**src/rtl/clock_counter.sv**
```systemverilog
// mm:ss timekeeping core: MCLK prescaler to a 1 s tick, four BCD digits 00:00..59:59, load on set-mode exit.
// Latency: digits, sec_tick and rollover are registered and update on the tick edge itself.
// Backpressure: none; set_en freezes time and holds the prescaler at 0.
module clock_counter #(
    parameter int TICK_DIV = 50_000_000,
    parameter int CNT_W    = 26
) (
    input  logic       MCLK,
    input  logic       RESET,
    input  logic       set_en,
    input  logic       clear,
    input  logic [3:0] set_min10,
    input  logic [3:0] set_min01,
    input  logic [3:0] set_sec10,
    input  logic [3:0] set_sec01,
    output logic [3:0] cur_min10,
    output logic [3:0] cur_min01,
    output logic [3:0] cur_sec10,
    output logic [3:0] cur_sec01,
    output logic       sec_tick,
    output logic       rollover
);

    logic [CNT_W-1:0] presc;
    logic             prev_set;
    logic             presc_end;
    logic             load_edge;
    logic [3:0]       nxt_min10, nxt_min01, nxt_sec10, nxt_sec01;
    logic             wrap_all;

    assign presc_end = (presc == CNT_W'(TICK_DIV - 1));
    assign load_edge = prev_set && !set_en;

    // Carry chain: every digit that wraps hands its carry to the next one in the same edge.
    always_comb begin
        nxt_min10 = cur_min10;
        nxt_min01 = cur_min01;
        nxt_sec10 = cur_sec10;
        nxt_sec01 = cur_sec01;
        wrap_all  = 1'b0;
        if (cur_sec01 >= 4'd9) begin
            nxt_sec01 = 4'd0;
            if (cur_sec10 >= 4'd5) begin
                nxt_sec10 = 4'd0;
                if (cur_min01 >= 4'd9) begin
                    nxt_min01 = 4'd0;
                    if (cur_min10 >= 4'd5) begin
                        nxt_min10 = 4'd0;
                        wrap_all  = 1'b1;
                    end else begin
                        nxt_min10 = cur_min10 + 4'd1;
                    end
                end else begin
                    nxt_min01 = cur_min01 + 4'd1;
                end
            end else begin
                nxt_sec10 = cur_sec10 + 4'd1;
            end
        end else begin
            nxt_sec01 = cur_sec01 + 4'd1;
        end
    end

    always_ff @(posedge MCLK) begin
        if (RESET) begin
            presc     <= '0;
            prev_set  <= 1'b0;
            sec_tick  <= 1'b0;
            rollover  <= 1'b0;
            cur_min10 <= 4'd0;
            cur_min01 <= 4'd0;
            cur_sec10 <= 4'd0;
            cur_sec01 <= 4'd0;
        end else begin
            // prev_set keeps tracking set_en even under clear, so a load due this cycle is dropped.
            prev_set <= set_en;
            sec_tick <= 1'b0;
            rollover <= 1'b0;
            if (clear) begin
                presc     <= '0;
                cur_min10 <= 4'd0;
                cur_min01 <= 4'd0;
                cur_sec10 <= 4'd0;
                cur_sec01 <= 4'd0;
            end else if (load_edge) begin
                presc     <= '0;
                cur_min10 <= (set_min10 > 4'd5) ? 4'd0 : set_min10;
                cur_min01 <= (set_min01 > 4'd9) ? 4'd0 : set_min01;
                cur_sec10 <= (set_sec10 > 4'd5) ? 4'd0 : set_sec10;
                cur_sec01 <= (set_sec01 > 4'd9) ? 4'd0 : set_sec01;
            end else if (set_en) begin
                presc <= '0;
            end else if (presc_end) begin
                presc     <= '0;
                sec_tick  <= 1'b1;
                rollover  <= wrap_all;
                cur_min10 <= nxt_min10;
                cur_min01 <= nxt_min01;
                cur_sec10 <= nxt_sec10;
                cur_sec01 <= nxt_sec01;
            end else begin
                presc <= presc + CNT_W'(1);
            end
        end
    end

endmodule

```
**config.mk**
```make
export PLATFORM = sky130hd
export DESIGN_NAME = clock_counter
export DESIGN_NICKNAME = d
export VERILOG_FILES = /design/src/rtl/clock_counter.sv
export SDC_FILE = /design/constraint.sdc
export NUM_CORES = 1
export LEC_CHECK = 0
export ABC_CLOCK_PERIOD_IN_PS = 5800
export CAP_MARGIN = 5
export CORE_MARGIN = 2
export CORE_UTILIZATION = 55
export CTS_BUF_LIST = sky130_fd_sc_hd__clkbuf_4
export CTS_CLUSTER_DIAMETER = 120
export DETAILED_ROUTE_END_ITERATION = 8
export PLACE_DENSITY = 0.81
export SLEW_MARGIN = 30
export SYNTH_ARGS = -nofsm -noshare
export SYNTH_HDL_FRONTEND = slang
export SYNTH_SLANG_ARGS = --single-unit
export TNS_END_PERCENT = 5
```
**constraint.sdc**
```tcl
create_clock -name MCLK -period 5.8 [get_ports MCLK]
set_input_delay 1.16 -clock MCLK [delete_from_list [all_inputs] [get_ports MCLK]]
set_output_delay 1.16 -clock MCLK [all_outputs]
set_load 0.005 [all_outputs]
```
==> key figures, run 1 <==
Run status
  – Outcome: finished clean

CTS
  – Post-CTS Setup Inserts: 0
  – Cts hold-fix bufs: 0
  – CTS Sinks: 45
  – # H-tree levels: 2
  – Num CTS Buffers: 5
  – Clock-pin transition on the worst setup and hold timing paths: approximately 150 ps
  – Root Driver: clkbuf_4
  – Post_cts resized: 0
  – Worst skew pair latency: 370 ps
  – Clock tree from TritonCTS: done
  – Clock Path Buffers: 2

Yosys
  – Synth Area in Simple Gates: 26.2%
  – Top cells by count, synth: 45 x dfxtp_1, 39 x nor2_1, 19 x xor2_1
  – EDFF count, synth: 0
  – Area share of xor/xnor cells in the synthesized design: about a tenth
  – Post-synthesis cell count: 284
  – Count leader, synth: dfxtp_1
  – Post-synthesis sequential area ratio: 36.3%
  – Post-synth ARST share: 0%
  – Synthesized Nets: 317
  – #FFs+latches synth: 45
  – Post-synthesis mux area share: 0.857%
  – Combinational family with the most area after synthesis: simple AND/OR/NAND/NOR gates
  – Share of the synthesized area in the top cell type: 36.3%
  – Area leader, netlist: dfxtp_1
  – Synth Area per Inst: 8.74 um^2
  – Main area contributors after synthesis: dfxtp_1 36%, xor2_1 6.7%, ha_1 6.6%, nor2_1 5.9%, nand3_1 2.8%
  – Netlist cell types: 53
  – Ys flop type: dfxtp_1
  – Compound-gate portion of the synthesized area: roughly 17%
  – Synth Area in Adders: ~6.6%
  – Yosys warning count: 0
  – Synthesized cell area: 0.00248 mm^2

Placement
  – Pre-CTS setup slack: around 2500 ps
  – Dpl hpwl: 3810 um
  – GP Congestion: 0.815
  – Number of port buffers: 37

Timing
  – Final min period: 2880 ps
  – Setup ws final: 2920 ps
  – Worst Tran Pin Value: 971 ps
  – Final Hold Viols: 0
  – Total negative slack: 0 ps
  – Fmax: 347 MHz
  – Slew Limit Fails: 0
  – Crit share post-route: about half
  – Clock Skews: about 12 ps
  – RSZ-0062 raised after global routing: no
  – Worst hold margin: 464 ps
  – # setup viols final: 0
  – Relative slew slack: 34.7%

Die
  – Row cnt: 24
  – Initial core utilization: 57.0%
  – Die X: 71.2 um
  – Die extent in y: 71.2 um
  – Die Area: 0.00506 mm^2
  – IO Pins: 38
  – Core footprint: between 0.004 and 0.005 mm^2

Global route
  – Tot GR Track Use: 22.0%
  – Grt total ovfl: 0
  – Initial antenna violation count: 0
  – Largest net degree at the start of global routing: 26
  – Vias in the first global route: 1916
  – Global-route wire length before repair: ~9000 um

Pwr
  – Pwr Density: 175 mW/mm^2
  – Logic pwr share: 8.1%
  – Leakage: 1.06 nW
  – Clock Power Share: a little under a third
  – Worst vdd ir: about 0.11 mV
  – Sw Share: 25.9%
  – P_sw: between 0.1 and 0.15 mW
  – Internal: 0.382 mW
  – Sequential Power Share: 61.2%

Route
  – Metal3 WL: 284 um
  – Vias/cell: between 5 and 6
  – ANT nets after route: 0
  – Remaining routing DRC violations: 0
  – Drt total wl: 5270 um
  – Max Used Layer: met4
  – DRT iter0 DRCs: 154
  – Total number of vias: 2166
  – Wire length per cell: 14.1 um
  – Pre-Repair DR Iteration Count: 4
  – Met2 wire length: 2350 um
  – M1 WL: 2570 um

Layout
  – Final net count: 353
  – Fillers: 365
  – Ratio of cells with drive above 1 in the final layout: 6.54%
  – Layout overhead on the synthesized area: 18.5%
  – Antenna Cells: 0
  – Area of the multi-input gates: 0.00149 mm^2
  – Register Area: 901 um^2

Setup path
  – Type of the worst setup path: in2reg
  – Critical path endpoint category: flip-flop
  – Length in cells of the worst reg-to-reg path: 5
  – Register-to-Register Setup Slack: ~3200 ps
  – WP data arrival: 3190 ps
  – Type of origin of the critical path: primary input
  – Data required, critical path: 6100 ps
  – Worst Path Max Fanout: 6

Min path
  – Worst hold path class: reg2reg
  – Hold path depth: 1

Flow run
  – MaxCap Viol Count: 0
## critical path, cell delays in order
cell and delay (ps):
clkdlybuf4s50_1 520, nor2b_1 140, or4bb_2 630, or4_1 440, o21a_1 130, o31ai_2 170
## logic make-up after synthesis
family	Yosys count
and+or+nand+nor	118
AOI/OAI and AO/OA	57
DFF	45
xor gates and xnor gates	27
buffers and inverters	22
adders and majority gates	13
muxes	2
## registers in the layout, indices dropped and copies added (netlist names)
name and cells:
presc 26, cur_min10 4, sec_tick 1, cur_sec10 4
cur_sec01 4, rollover 1, prev_set 1, cur_min01 4
## metrics by stage
step / instance area [um^2] / utilization [%] / power, mW / std cells
after floorplan: 2480 / - / 0.341 / 284
after global placement: 2870 / 66.0 / 0.363 / 365
after detailed placement: 2880 / 66.1 / 0.363 / 365
after CTS: 2940 / 67.5 / 0.517 / 373
after global routing: 2940 / 67.5 / 0.537 / 373
final: 2940 / 67.5 / 0.515 / 373
## cell type report
| class | instances | area share (%) |
|---|---|---|
| Inverter | 13 | 1.66 |
| Timing Repair Buffer | 38 | 12.9 |
| Multi-Input combinational cell | 217 | 50.6 |
| Tap cell | 52 | 2.21 |
| Sequential cell | 45 | 30.7 |
| Clock inverter | 3 | 0.724 |
| Clock buffer | 5 | 1.28 |
## routing by layer
layer	GRT usage, %	vias to the layer above
li1	-	1108
met5	0	-
met3	5.56	7
met4	5.87	0
met1	31.8	993
met2	32.7	58
## placed cells by master, fill, tap and decap left out, types with 2 or more instances in the layout
cell and count:
a211oi_1 8, a21oi_1 11, a22oi_1 2, a311oi_1 3, a31oi_1 3, a32oi_1 5
and2_1 3, and3_1 4, and4_1 2, clkbuf_4 5, clkdlybuf4s50_1 37, dfxtp_1 45
ha_1 13, inv_1 13, nand2_1 14, nand2b_1 3, nand3_1 14, nand3b_1 3
nand4_1 9, nor2_1 39, nor2b_1 5, nor3_1 5, nor4_1 2, nor4b_1 2
o21ai_0 7, o311a_1 2, o31a_1 2, o31ai_1 5, or2_2 2, or4_1 2
xnor2_1 8, xor2_1 19
## power groups by stage
stage,clock network (mW),logic [mW],registers [mW]
2_1_floorplan,0,0.0196,0.321
3_3_place_gp,0,0.0409,0.322
3_5_place_dp,0,0.0414,0.322
4_1_cts,0.160,0.0417,0.315
5_1_grt,0.176,0.0462,0.316
6_report,0.158,0.0420,0.315
## final timing paths
check	from	end
max	set_en	cur_sec01[0]$_SDFFE_PP0P_
min	presc[0]$_SDFF_PP0_	presc[0]$_SDFF_PP0_
max reg2reg	presc[11]$_SDFF_PP0_	cur_sec01[1]$_SDFFE_PP0P_
min reg2reg	presc[0]$_SDFF_PP0_	presc[0]$_SDFF_PP0_
Note: power is estimated with default switching activity, not from simulation.
==> run 2, diff against run 1 <==
--- a/config.mk
+++ b/config.mk
@@ -5,14 +5,14 @@
 export SDC_FILE = /design/constraint.sdc
 export NUM_CORES = 1
 export LEC_CHECK = 0
-export ABC_CLOCK_PERIOD_IN_PS = 5800
+export ABC_CLOCK_PERIOD_IN_PS = 2400
 export CAP_MARGIN = 5
 export CORE_MARGIN = 2
-export CORE_UTILIZATION = 55
+export CORE_UTILIZATION = 50
 export CTS_BUF_LIST = sky130_fd_sc_hd__clkbuf_4
 export CTS_CLUSTER_DIAMETER = 120
 export DETAILED_ROUTE_END_ITERATION = 8
-export PLACE_DENSITY = 0.81
+export PLACE_DENSITY = 0.78
 export SLEW_MARGIN = 30
 export SYNTH_ARGS = -nofsm -noshare
 export SYNTH_HDL_FRONTEND = slang
==> constraint.sdc (replaced) <==
create_clock -name MCLK -period 2.4 [get_ports MCLK]
set_input_delay 0.48 -clock MCLK [delete_from_list [all_inputs] [get_ports MCLK]]
set_output_delay 0.48 -clock MCLK [all_outputs]
set_load 0.005 [all_outputs]
==> run 2 against run 1 <==
Net effect:
- sequential power is 140% higher
- worst setup slack worse by 2900 ps
- non-clock buffer count is 23 higher
- via count is 5.2% higher
- worst hold slack worse by 9.9 ps
- clock skew is 0.67 ps lower
- sequential share of layout area is 1.9 points lower
- final cell count is 10% higher
- global-route usage is 0.46 points lower
- critical path depth stayed put
- first-iteration DRC count is 18% lower
- clock power is 140% higher
==> key figures, run 2 (synthesis gave the netlist of run 1 again) <==
Run status
  – Outcome: finished clean

Layout
  – Most frequent cells in the layout: 44 x dfxtp_1, 39 x nor2_1, 37 x clkdlybuf4s50_1
  – Final net count: 376 (+6.5%)
  – Antenna Cells: 0 (unchanged)
  – Largest register FFs: 26 (unchanged)
  – Layout overhead on the synthesized area: 26.7%
  – Register Area: 902 um^2 (+0.14%)
  – Area of the multi-input gates: 0.00149 mm^2 (-0.17%)
  – Commonest non-fill, non-tap cell in the layout: dfxtp_1
  – Core Util, Final: 66.1% (-1.4 points)
  – Fillers: 429 (+18%)
  – Final instance area: 0.00314 mm^2 (+6.9%)
  – Ratio of cells with drive above 1 in the final layout: 13.1% (+6.5 points)
  – Reg with most FFs: presc

Global route
  – Vias in the first global route: 2114 (+10%)
  – Largest net degree at the start of global routing: 26 (unchanged)
  – Global-route wire length before repair: 9380 um (+4.3%)
  – Initial antenna violation count: 0 (unchanged)
  – Tot GR Track Use: 21.5% (-0.46 points)
  – Grt total ovfl: 0 (unchanged)

CTS
  – CTS Sinks: 45 (unchanged)
  – Worst skew pair latency: 360 ps (about the same)
  – Clock tree from TritonCTS: done
  – Clock-pin transition on the worst setup and hold timing paths: 130 ps (-20 ps)
  – Post_cts resized: 0 (unchanged)
  – # H-tree levels: 2 (unchanged)
  – Post-CTS Setup Inserts: 0 (unchanged)
  – Root Driver: clkbuf_4
  – Cts hold-fix bufs: 0 (unchanged)
  – Num CTS Buffers: 5 (unchanged)
  – Clock Path Buffers: 2 (unchanged)

Placement
  – Dpl hpwl: 4320 um (+13%)
  – Area after DPL: 0.00308 mm^2 (+6.9%)
  – GP Congestion: 0.906 (+11%)
  – Number of port buffers: 37 (unchanged)

Timing
  – Clock Skews: 11.7 ps (-0.667 ps)
  – Worst Tran Pin Value: 645 ps (-325 ps)
  – Relative slew slack: 56.6% (+22 points)
  – Final Hold Viols: 0 (unchanged)
  – Crit share post-route: a little over nine tenths
  – Final min period: 2360 ps
  – Fmax: 423 MHz
  – Slew Limit Fails: 0 (unchanged)
  – RSZ-0062 raised after global routing: yes
  – # setup viols final: 0 (unchanged)

Setup path
  – Type of origin of the critical path: flip-flop
  – Critical-path cell with the highest stage delay: or4_4
  – FF-to-FF End: cur_min01[0]$_SDFFE_PP0P_
  – WP data arrival: 2680 ps (-510 ps)
  – Setup crit end: cur_min01[0]$_SDFFE_PP0P_
  – Critical path endpoint category: flip-flop
  – Worst Path Max Fanout: 5 (-1)
  – Type of the worst setup path: reg2reg
  – CP startpoint: presc[10]$_SDFF_PP0_
  – CP Depth: 6 (unchanged)
  – CP max stage delay: 590 ps (-40 ps)
  – Sequence of cells on the critical path: or4b_1 > or4_4 > buf_4 > nor4_4 > or2_4 > o211a_1
  – Length in cells of the worst reg-to-reg path: 6 (+1)
  – Reg-to-reg startpoint: presc[10]$_SDFF_PP0_
  – Crit path max-delay family: simple AND/OR/NAND/NOR gates
  – Data required, critical path: 2720 ps (-3380 ps)
  – Register-to-Register Setup Slack: 40 ps (-3120 ps)
  – Worst Path Buf+Inv: 1 (unchanged)

Route
  – DRT iter0 DRCs: 126 (-18%)
  – ANT nets after route: 0 (unchanged)
  – Total number of vias: 2279 (+5.2%)
  – Wire length per cell: 13.7 um (-3.0%)
  – Vias/cell: 5.55 (-4.5%)
  – Pre-Repair DR Iteration Count: 4 (unchanged)
  – Drt total wl: 5630 um (+6.9%)
  – Remaining routing DRC violations: 0 (unchanged)

Min path
  – Worst hold path class: reg2reg

Pwr
  – Leakage: 1.18 nW (+11%)
  – Pwr Density: 397 mW/mm^2 (+130%)
  – Worst vdd ir: 0.210 mV (+92%)

Die
  – Die extent in y: 74.4 um (+4.6%)
  – Die Area: 0.00554 mm^2 (+9.4%)
  – IO Pins: 38 (unchanged)
  – Row cnt: 25 (+4.2%)
  – Initial core utilization: 52.2% (-4.8 points)
  – Die X: 74.4 um (+4.6%)
  – Core footprint: 0.00475 mm^2 (+9.2%)

Flow run
  – MaxCap Viol Count: 0 (unchanged)
run 2: area by class of cell:
type                       count  share of cell area (%)
clock buffer                   7                    1.67
clock inverter                 1                   0.239
inverter                      13                    1.55
multi-input combinational    217                    47.3
sequential                    45                    28.7
tap                           67                    2.67
timing repair buffer          61                    17.9
run 2: worst min-delay path by stage:
stage | from | to | slack (ps) | cells past startpoint
global placement | presc[0]$_SDFF_PP0_ | presc[0]$_SDFF_PP0_ | 430 | 1
global route | presc[0]$_SDFF_PP0_ | presc[0]$_SDFF_PP0_ | 480 | 1
finish | presc[0]$_SDFF_PP0_ | presc[0]$_SDFF_PP0_ | 450 | 1
floorplan | presc[0]$_SDFF_PP0_ | presc[0]$_SDFF_PP0_ | 420 | 1
detailed placement | presc[0]$_SDFF_PP0_ | presc[0]$_SDFF_PP0_ | 440 | 1
CTS | presc[0]$_SDFF_PP0_ | presc[0]$_SDFF_PP0_ | 460 | 1
run 2: routing by layer:
layer	global-route usage [%]	wire (um)	vias up
met3	3.93	265	7
met1	28.7	2670	1060
li1	-	-	1154
met4	5.95	58	0
met5	0	0	-
met2	35.8	2640	58
run 2: power breakdown:
part / total [mW] / internal, mW / switching, mW
logic: 0.112 / 0.0621 / 0.0497
clock network: 0.374 / 0.138 / 0.236
registers: 0.761 / 0.753 / 0.00873
total: 1.25 / 0.953 / 0.294
run 2: metrics by stage:
stage | instances | hold WS [ps] | TNS [ps] | setup WS, ps | total power [mW]
floorplan | 284 | 418 | 0 | 48.0 | 0.823
global placement | 403 | 431 | -20.1 | -20.1 | 0.886
detailed placement | 403 | 436 | -48.9 | -48.9 | 0.889
CTS | 411 | 458 | 0 | 21.2 | 1.26
global route | 411 | 477 | -185 | -41.7 | 1.30
finish | 411 | 454 | 0 | 38.1 | 1.25
==> run 3, diff against run 2 <==
--- a/config.mk
+++ b/config.mk
@@ -5,6 +5,7 @@
 export SDC_FILE = /design/constraint.sdc
 export NUM_CORES = 1
 export LEC_CHECK = 0
+export ABC_AREA = 0
 export ABC_CLOCK_PERIOD_IN_PS = 2400
 export CAP_MARGIN = 5
 export CORE_MARGIN = 2
@@ -13,6 +14,7 @@
 export CTS_CLUSTER_DIAMETER = 120
 export DETAILED_ROUTE_END_ITERATION = 8
 export PLACE_DENSITY = 0.78
+export REMOVE_ABC_BUFFERS = 1
 export SLEW_MARGIN = 30
 export SYNTH_ARGS = -nofsm -noshare
 export SYNTH_HDL_FRONTEND = slang
==> run 3 against run 2 <==
Net effect:
- via count grew 0.61%
- combinational power is essentially flat
- fmax grew 0.97%
- non-clock buffer count grew 3
- sequential share of layout area shrank 0.42 points
- worst hold slack gained 17 ps
- count of clock-buffer cells in the layout shrank 1
==> key figures, run 3 (synthesis gave the netlist of run 1 again) <==
Timing
  – Clock Skews: 6.77 ps (-4.98 ps)
  – RSZ-0062 raised after global routing: yes
  – Crit share post-route: 97.5% (-0.94 points)
  – Total negative slack: 0 ps (unchanged)
  – Final Hold Viols: 0 (unchanged)
  – Relative slew slack: 63.7% (+7.1 points)
  – Slew Limit Fails: 0 (unchanged)
  – Worst Tran Pin Value: 540 ps (-105 ps)
  – Fmax: 427 MHz (+0.97%)
  – # setup viols final: 0 (unchanged)
  – Final min period: 2340 ps (-22.6 ps)

CTS
  – Clock Path Buffers: 2 (unchanged)
  – # H-tree levels: 2 (unchanged)
  – Root Driver: clkbuf_4
  – CTS Sinks: 45 (unchanged)
  – Cts hold-fix bufs: 0 (unchanged)
  – Clock tree from TritonCTS: done
  – Clock-pin transition on the worst setup and hold timing paths: 130 ps (about the same)
  – Num CTS Buffers: 5 (unchanged)
  – Worst skew pair latency: 370 ps (about the same)

Die
  – Row cnt: 25 (unchanged)
  – Core footprint: 0.00475 mm^2 (unchanged)
  – IO Pins: 38 (unchanged)
  – Initial core utilization: 52.2% (unchanged)
  – Die X: 74.4 um (unchanged)
  – Die extent in y: 74.4 um (unchanged)
  – Die Area: 0.00554 mm^2 (unchanged)

Layout
  – Reg with most FFs: presc
  – Layout overhead on the synthesized area: 28.4%
  – Core Util, Final: 67.0% (+0.89 points)
  – Commonest non-fill, non-tap cell in the layout: dfxtp_1
  – Fillers: 401 (-6.5%)
  – Register Area: 901 um^2 (-0.14%)
  – Final instance area: 0.00319 mm^2 (+1.4%)
  – Most frequent cells in the layout: 45 x dfxtp_1, 39 x nor2_1, 37 x clkdlybuf4s50_1
  – Area of the multi-input gates: 0.00148 mm^2 (-0.17%)
  – Ratio of cells with drive above 1 in the final layout: 13.5% (+0.46 points)
  – Antenna Cells: 0 (unchanged)
  – Fin cells: 414 (+0.73%)
  – Largest register FFs: 26 (unchanged)
  – Final net count: 379 (+0.80%)

Placement
  – Area after DPL: 0.00309 mm^2 (+0.49%)
  – GP Congestion: 0.806 (-11%)
  – Dpl hpwl: 4160 um (-3.8%)
  – Number of port buffers: 37 (unchanged)
  – Placed cells: 405 (+0.50%)

Pwr
  – Logic pwr share: 8.3% (-0.7 points)
  – Pwr Density: 426 mW/mm^2 (+7.2%)
  – Internal: 1.05 mW (+9.9%)
  – Sequential Power Share: 56.2% (-4.8 points)
  – Design Power: 1.36 mW (+8.7%)
  – Leakage: 1.21 nW (+1.9%)
  – Worst vdd ir: 0.288 mV (+37%)
  – P_sw: 0.308 mW (+4.7%)
  – Clock Power Share: 35.6% (+5.6 points)
  – Sw Share: 22.7% (-0.87 points)

Setup path
  – Worst Path Max Fanout: 6 (+1)
  – Data required, critical path: 2660 ps (-60 ps)
  – Type of origin of the critical path: flip-flop
  – Critical path endpoint category: flip-flop
  – Type of the worst setup path: reg2reg
  – WP data arrival: 2600 ps (-80 ps)
  – Length in cells of the worst reg-to-reg path: 6 (unchanged)

Route
  – Remaining routing DRC violations: 0 (unchanged)
  – Vias/cell: 5.54 (-0.11%)
  – Total number of vias: 2293 (+0.61%)
  – Drt total wl: 5530 um (-1.8%)
  – Pre-Repair DR Iteration Count: 5 (+1)
  – DRT iter0 DRCs: 87 (-31%)
  – ANT nets after route: 0 (unchanged)
  – Wire length per cell: 13.4 um (-2.5%)

Min path
  – Hold path depth: 1 (unchanged)
  – Worst hold path class: reg2reg

Global route
  – Vias in the first global route: 2110 (-0.19%)
  – Global-route wire length before repair: 9500 um (+1.3%)
  – Grt total ovfl: 0 (unchanged)
  – Initial antenna violation count: 0 (unchanged)
  – Tot GR Track Use: 22.1% (+0.55 points)
  – Largest net degree at the start of global routing: 24 (-7.7%)

Flow run
  – MaxCap Viol Count: 0 (unchanged)

Run status
  – Outcome: finished clean
## run 3: changes by cell type in the layout (fill, tap and decap cells not counted), sizes merged
cell      change
clkinv        +1
clkbuf        -1
clkinvlp      -1
buf           +3
bufinv        +1
## run 3: worst max-delay path, cell delays in order (launching register included)
cell	delay (ps)
dfxtp_1	330
or4_1	510
or4_4	580
and4b_2	380
buf_4	130
mux2i_1	220
a211oi_1	90
## run 3: per-layer routing
layer	routed length [um]	vias to the layer above	track usage, %	share of wire [%]
li1	-	1157	-	-
met1	2770	1072	29.7	50
met2	2450	54	35.2	44
met3	222	10	4.88	4.0
met4	93	0	7.34	1.7
met5	0	-	0	0
## run 3: cell type report
cell class	count	area share, %
timing repair buffer	64	18.4
clock buffer	6	1.41
tap	67	2.63
sequential	45	28.3
inverter	13	1.53
clock inverter	2	1.22
multi-input combinational	217	46.5
## run 3: power by group through the flow
stage                     Sequential (mW)  Combinational, mW  Clock (mW)
after floorplan                     0.776             0.0429           0
after global placement              0.778              0.109           0
after detailed placement            0.778              0.111           0
after CTS                           0.761              0.112       0.491
after global routing                0.763              0.123       0.515
final                               0.761              0.112       0.482
## run 3: worst paths after layout
path / endpoint / from / slack [ps]
worst max-delay path: cur_sec01[3]$_SDFFE_PP0P_ / presc[16]$_SDFF_PP0_ / 60
worst max register to register: cur_sec01[3]$_SDFFE_PP0P_ / presc[16]$_SDFF_PP0_ / 60
worst min-delay path: presc[0]$_SDFF_PP0_ / presc[0]$_SDFF_PP0_ / 470
worst min register to register: presc[0]$_SDFF_PP0_ / presc[0]$_SDFF_PP0_ / 470
## run 3: per-stage QoR
step / setup WS [ps] / hold WS [ps]
finish: 60.7 / 472
global route: -33.0 / 507
CTS: 24.7 / 473
detailed placement: -37.6 / 439
global placement: -13.1 / 431
floorplan: -18.3 / 418
## run 3: timing repair
action,CTS,global route
gates cloned,0,0
pin swaps,1,4
hold endpoints to repair,0,0
endpoints found under the setup margin,4,8
resized for setup,1,0
buffers inserted,1,0
